$ cat src/rtl/cmlb_ctrl.sv
// Sequencer/arbiter for the single cmlb lookup/write port: refills, invalidates, fetch lookups
// and a set-by-set flush, plus a one-entry outstanding-miss tracker with a timeout.
//
// state | meaning
// ------+-------------------------------------------------------------
// IDLE  | port arbitrated per cycle: flush_req > refill > inval > fetch
// FLUSH | one set cleared per cycle, all other requesters stalled
module cmlb_ctrl #(
   parameter int IP_WIDTH = 65,
   parameter int DATA_W   = 64,
   parameter int SET_BITS = 8,
   parameter int MISS_TMO = 1023
) (
   input  logic                clk,
   input  logic                rst,
   input  logic                fe_req,
   input  logic [IP_WIDTH-1:0] fe_addr,
   input  logic                fe_tr,
   output logic                fe_gnt,
   output logic                fe_fault,
   input  logic                c_hit,
   output logic                c_clkEn,
   output logic [IP_WIDTH-1:0] c_addr,
   output logic                c_tr,
   output logic                c_wen,
   output logic [DATA_W-1:0]   c_wdata,
   output logic                c_inv,
   output logic                c_flush,
   output logic [SET_BITS-1:0] c_fidx,
   output logic                miss_valid,
   output logic [IP_WIDTH-1:0] miss_addr,
   input  logic                miss_ack,
   input  logic                rf_valid,
   output logic                rf_ready,
   input  logic [IP_WIDTH-1:0] rf_addr,
   input  logic                rf_tr,
   input  logic [DATA_W-1:0]   rf_data,
   input  logic                rf_fault,
   input  logic                inv_valid,
   output logic                inv_ready,
   input  logic [IP_WIDTH-1:0] inv_addr,
   input  logic                inv_tr,
   input  logic                flush_req,
   output logic                flush_busy,
   output logic                flush_done
);

   localparam int TMO_W = $clog2(MISS_TMO + 1);
   localparam logic [TMO_W-1:0] TMO_LOAD = TMO_W'(MISS_TMO - 1);

   typedef enum logic {IDLE, FLUSH} state_t;

   state_t              state;
   logic [SET_BITS-1:0] fidx;
   logic                pend;
   logic                pend_tr;
   logic [IP_WIDTH-1:0] pend_addr;
   logic [TMO_W-1:0]    tmo_cnt;

   logic idle, do_rf, do_inv, do_fe, rf_match;

   assign idle   = (state == IDLE);
   assign do_rf  = idle & ~flush_req & rf_valid;
   assign do_inv = idle & ~flush_req & ~rf_valid & inv_valid;
   assign do_fe  = idle & ~flush_req & ~rf_valid & ~inv_valid & fe_req & ~pend;

   // A refill retires the pending miss only if it is for the same page and entry type.
   assign rf_match = pend & (rf_tr == pend_tr)
                   & (rf_addr[IP_WIDTH-1:14] == pend_addr[IP_WIDTH-1:14]);

   assign fe_gnt     = do_fe;
   assign rf_ready   = do_rf;
   assign inv_ready  = do_inv;
   assign c_clkEn    = do_inv | do_fe;
   assign c_inv      = do_inv;
   assign c_wen      = do_rf & ~rf_fault;
   assign c_wdata    = do_rf ? rf_data : '0;
   assign c_flush    = (state == FLUSH);
   assign flush_busy = (state == FLUSH);
   assign c_fidx     = fidx;
   assign miss_addr  = pend_addr;

   always_comb begin
      c_addr = '0;
      c_tr   = 1'b0;
      if (do_rf) begin
         c_addr = rf_addr;
         c_tr   = rf_tr;
      end else if (do_inv) begin
         c_addr = inv_addr;
         c_tr   = inv_tr;
      end else if (do_fe) begin
         c_addr = fe_addr;
         c_tr   = fe_tr;
      end
   end

   always_ff @(posedge clk) begin
      if (!rst) begin
         state      <= IDLE;
         fidx       <= '0;
         pend       <= 1'b0;
         pend_tr    <= 1'b0;
         pend_addr  <= '0;
         tmo_cnt    <= '0;
         miss_valid <= 1'b0;
         fe_fault   <= 1'b0;
         flush_done <= 1'b0;
      end else begin
         fe_fault   <= 1'b0;
         flush_done <= 1'b0;

         case (state)
            IDLE: begin
               if (flush_req) begin
                  state <= FLUSH;
                  fidx  <= '0;
               end
            end
            FLUSH: begin
               fidx <= fidx + 1'b1;
               if (fidx == '1) begin
                  state      <= IDLE;
                  flush_done <= 1'b1;
               end
            end
            default: state <= IDLE;
         endcase

         if (miss_valid && miss_ack)
            miss_valid <= 1'b0;

         // Timeout only advances in IDLE, so a flush freezes the pending miss's clock.
         if (do_rf && rf_match) begin
            pend       <= 1'b0;
            miss_valid <= 1'b0;
            fe_fault   <= rf_fault;
         end else if (pend && idle) begin
            if (tmo_cnt == '0) begin
               pend       <= 1'b0;
               miss_valid <= 1'b0;
               fe_fault   <= 1'b1;
            end else begin
               tmo_cnt <= tmo_cnt - 1'b1;
            end
         end else if (do_fe && !c_hit) begin
            pend       <= 1'b1;
            pend_addr  <= fe_addr;
            pend_tr    <= fe_tr;
            miss_valid <= 1'b1;
            tmo_cnt    <= TMO_LOAD;
         end
      end
   end

endmodule

$ cat config.mk
export PLATFORM = sky130hd
export DESIGN_NAME = cmlb_ctrl
export DESIGN_NICKNAME = d
export VERILOG_FILES = /design/src/rtl/cmlb_ctrl.sv
export SDC_FILE = /design/constraint.sdc
export NUM_CORES = 1
export LEC_CHECK = 0
export CAP_MARGIN = 0
export CORE_AREA = 2 2 189 191
export CTS_BUF_LIST = sky130_fd_sc_hd__clkbuf_16
export DETAILED_ROUTE_END_ITERATION = 10
export DIE_AREA = 0 0 191 193
export PLACE_DENSITY = 0.57
export SLEW_MARGIN = 40
export SYNTH_ARGS = -nofsm -noshare
export SYNTH_HDL_FRONTEND = slang
export SYNTH_SLANG_ARGS = --single-unit
$ cat constraint.sdc
create_clock -name clk -period 3.2 [get_ports clk]
set_input_delay 0.96 -clock clk [delete_from_list [all_inputs] [get_ports clk]]
set_output_delay 0.96 -clock clk [all_outputs]
set_load 0.05 [all_outputs]
==> results of run 1 <==
==> worst min-delay path: stages, from the launching register on <==
cell	delay (ps)
dfxtp_1	310
nand2_1	50
a21oi_1	50
==> layout make-up <==
class | count | area, sq um
repair buffers | 572 | 7320
clock buffers | 9 | 225
multi-input cells | 510 | 3320
flip-flops and latches | 89 | 1780
well taps | 461 | 577
fillers | 3481 | 21400
inverters | 80 | 307
clock inverters | 6 | 60.1
==> flip-flops by register name (all words and copies together), names as in the netlist <==
register,count
miss_addr,65
fe_fault,1
c_flush,1
flush_done,1
tmo_cnt,10
miss_valid,1
c_fidx,8
pend,1
pend_tr,1
==> cell families after synthesis <==
group	synth area share [%]
AOI/OAI and AO/OA	23.3
xor gates and xnor gates	7.31
adders and majority gates	0.681
buffers and inverters	9.96
DFF	32.3
muxes	0.363
and+or+nand+nor	26.1
==> repair_timing <==
item / CTS / global route
endpoints found under the setup margin: 136 / 124
buffers inserted: 11 / 10
gates resized for setup: 72 / 35
gates cloned: 5 / 6
pin swaps: 34 / 40
hold buffers: 0 / 0
==> worst paths after layout <==
check | start | endpoint | slack [ps] | cells after the start
worst max-delay path | rf_valid | c_addr[47] | -160 | 7
worst min-delay path | miss_addr[7] | miss_addr[7] | 450 | 2
worst max register to register | c_flush | tmo_cnt[4] | 750 | 8
worst min register to register | miss_addr[7] | miss_addr[7] | 450 | 2
==> cell usage in the layout, fill, tap and decap left out, drive strengths merged, types with 4 or more instances in the layout <==
master	netlist	final
clkdlybuf4s50	0	342
nand2	145	145
or2	6	6
dfxtp	89	89
xor2	7	7
buf	17	223
a222oi	66	66
nor2	15	15
xnor2	39	39
nor4	6	6
inv	80	79
nor3	8	8
nand3	8	8
a31oi	5	5
and2	70	70
a21oi	80	80
clkbuf	43	14
nand4	11	11
a311oi	4	4
==> layer usage <==
| metal | part of all wire, % | routed length, microns |
|---|---|---|
| met1 | 41 | 14400 |
| met2 | 50 | 17500 |
| met3 | 8.0 | 2820 |
| met4 | 1.1 | 395 |
| met5 | 0 | 0 |
==> report_power, final <==
group	leakage, nW	total (mW)	internal, mW	switching (mW)
combinational	4.57	1.57	0.825	0.746
clock	0.129	1.09	0.597	0.496
sequential	0.718	1.14	1.12	0.0143
total	5.42	3.80	2.54	1.26
==> through the flow <==
| step | cells | TNS, ps | hold WS [ps] |
|---|---|---|---|
| floorplan | 739 | -816 | 443 |
| global placement | 1683 | -63490 | 441 |
| detailed placement | 1683 | -63740 | 447 |
| CTS | 1714 | -2340 | 456 |
| global route | 1727 | -5670 | 475 |
| finish | 1727 | -2770 | 453 |
==> results.md, run 1 <==
- The later-pin clock latency in the skew report is 360 ps.
- The detailed placer's ending HPWL is 26.5 mm.
- The number of buffers added on ports is 484.
- The congestion estimate from routability-driven global placement came to 0.817.
- Yosys mapped a number of flops with a built-in enable equal to 0.
- The area of the die is 36900 sq um.
- The fraction of registers with async set/reset is 0%.
- The largest incremental delay on the critical path is 610 ps.
- Together, buffers and inverters on the worst path number 4.
- The biggest area contributor in the post-synthesis netlist is dfxtp_1.
- In the synthesized netlist, the number of instances is 739.
- CTS built an H-tree with a depth of 3.
- The clock-pin slew on the worst setup and hold paths is 60 ps.
- The count of yosys warnings during synthesis is 0.
- The number of nets in the finished design is 1536.
- Static timing analysis puts the maximum clock frequency at 298 MHz.
- The most used flip-flop cell after synthesis is dfxtp_1.
- The overall routing resource usage is 17.2%.
- The total area inside the core boundary comes to 35000 sq um.
- Summing internal, switching and leakage power gives 3.80 mW.
- Global routing consumed, on the met2 layer, 29.7% of the routing resources.
- For this run, design rule violations remaining after detail routing come to 0.
- The number of antenna violations at the first check in global routing came to 0.
- The library cell with the highest instance count after synthesis is nand2_1.
- Once placement finished, the instance area stood at 12700 sq um.
- Detailed routing inserted a total of 7571 vias.
- The clock tree buffer depth is 2.
- The count of different cell masters after synthesis is 53.
- For this design the ratio of total power to cell area is 280 nW/um^2.
- The endpoint required time on the critical path is 2240 ps.
- The first global-routing pass estimated 47.0 mm of wire.
- For the pin with the worst max-slew slack, the measured transition is 634 ps.
- The length of the first detailed-routing pass in iterations is 6.
- The critical path is of the in -> out type.
- Before CTS, the worst setup slack after placement is -704 ps.
- The sequential share of the synthesized area is 32.3%.
- The number of clock buffers added by TritonCTS is 9.
- The reported leakage power is 5.42 nW.
- The synthesized net count is 1013.
- The vias per cell is 4.38.
- The clock tree root buffer cell is clkbuf_16.
- The number of failing hold endpoints at the final stage was 0.
- In this run the most used layer during global routing was met2.
- The post-route cell area is 13600 sq um.
- The worst-case IR drop observed on VDD is 267 uV.
- The flow ran to the end, but the final reports show violations.
- The total congestion overflow is 0.
- Across the routed clock network, the largest skew measured is 16.8 ps.
- The floorplan step set the die width to 191 microns.
- The dominant delay contributor by cell family on the critical path is compound AO/OA/AOI/OAI gates.
- The number of diodes is 0.
- The least setup slack across all paths after layout is -158 ps.
- Global routing consumed, on the met1 layer, 22.1% of the routing resources.
- The starting utilization of the core area is 15.8%.
- The per-instance average area after synthesis is 7.46 sq um.
- The number of rows in the core area is 69.
- Setup violations remaining at the end of the flow were counted as 51.
- The min-delay analysis places its worst path in the category reg -> reg.
- Entering global routing, the biggest net connects 46 pins.
- The total standard cell area after synthesis is 5510 sq um.
- Measured on the finished design, the core utilization comes to 38.9%.
- The slowest stage of the critical path belongs to the cell a222oi_1.
- The final number of max-transition violations is 0.
- TritonCTS built the clock tree.
- The area share of the largest cell type after synthesis is 32.3%.
- The detailed-route wire length per cell is 20.3 microns.
- The element type at the critical path end is an output pin.
- The data arrival time of the worst path is 2400 ps.
- The max-cap check violation count is 0.
- The via count of the first global-routing pass is 7317.
- The total wire length after detailed routing is 35.1 mm.
- Setup repair after global routing could not meet its margin everywhere.
- Sorting the synthesized cells by how often they occur yields 145 x nand2_1, 89 x dfxtp_1, 80 x a21oi_1.
- Cells with a size suffix above 1 make up 26.2% of the layout.
- The synthesized design contains 89 register bits.
- The count of pins on the block boundary is 485.
- For this block, the initial DRC count from the detailed router was 612.
- Relative to the synthesized area, the layout overhead comes to 147%.
- The clock sink total is 89.
- The ratio of final minimum period to clock period is 105%.
- The final reports fail on negative setup slack.
- Ranked by total cell area, the synthesized netlist is headed by dfxtp_1 32%, a222oi_1 12%, nand2_1 9.9%.
- Of all nets on the critical path, the largest fanout is 7.
- The kind of start point of the critical path is a primary input.
- The signal on the critical path passes through buf_8 -> nor3_4 -> and3_4 -> buf_12 -> a222oi_1 -> inv_2 -> buf_12.
- Global routing used 3.60% of the available met3 tracks.
- The cell seen most often among critical-path stages is buf_12.
- Once detail routing completed, the nets flagged for antenna violations numbered 0.
- Measured against its own limit, the worst slew margin works out to 57.7%.
- The final period demand of the worst path is 3360 ps.
- The die is 193 microns tall.
Note: power is estimated with default switching activity, not from simulation.
==> run 2, diff against run 1 <==
--- a/config.mk
+++ b/config.mk
@@ -11,7 +11,7 @@
 export DETAILED_ROUTE_END_ITERATION = 10
 export DIE_AREA = 0 0 191 193
 export PLACE_DENSITY = 0.57
-export SLEW_MARGIN = 40
+export SLEW_MARGIN = 20
 export SYNTH_ARGS = -nofsm -noshare
 export SYNTH_HDL_FRONTEND = slang
 export SYNTH_SLANG_ARGS = --single-unit
==> results of run 2 <==
Same layout as run 1: the final DEF is identical, and so are final timing and power.
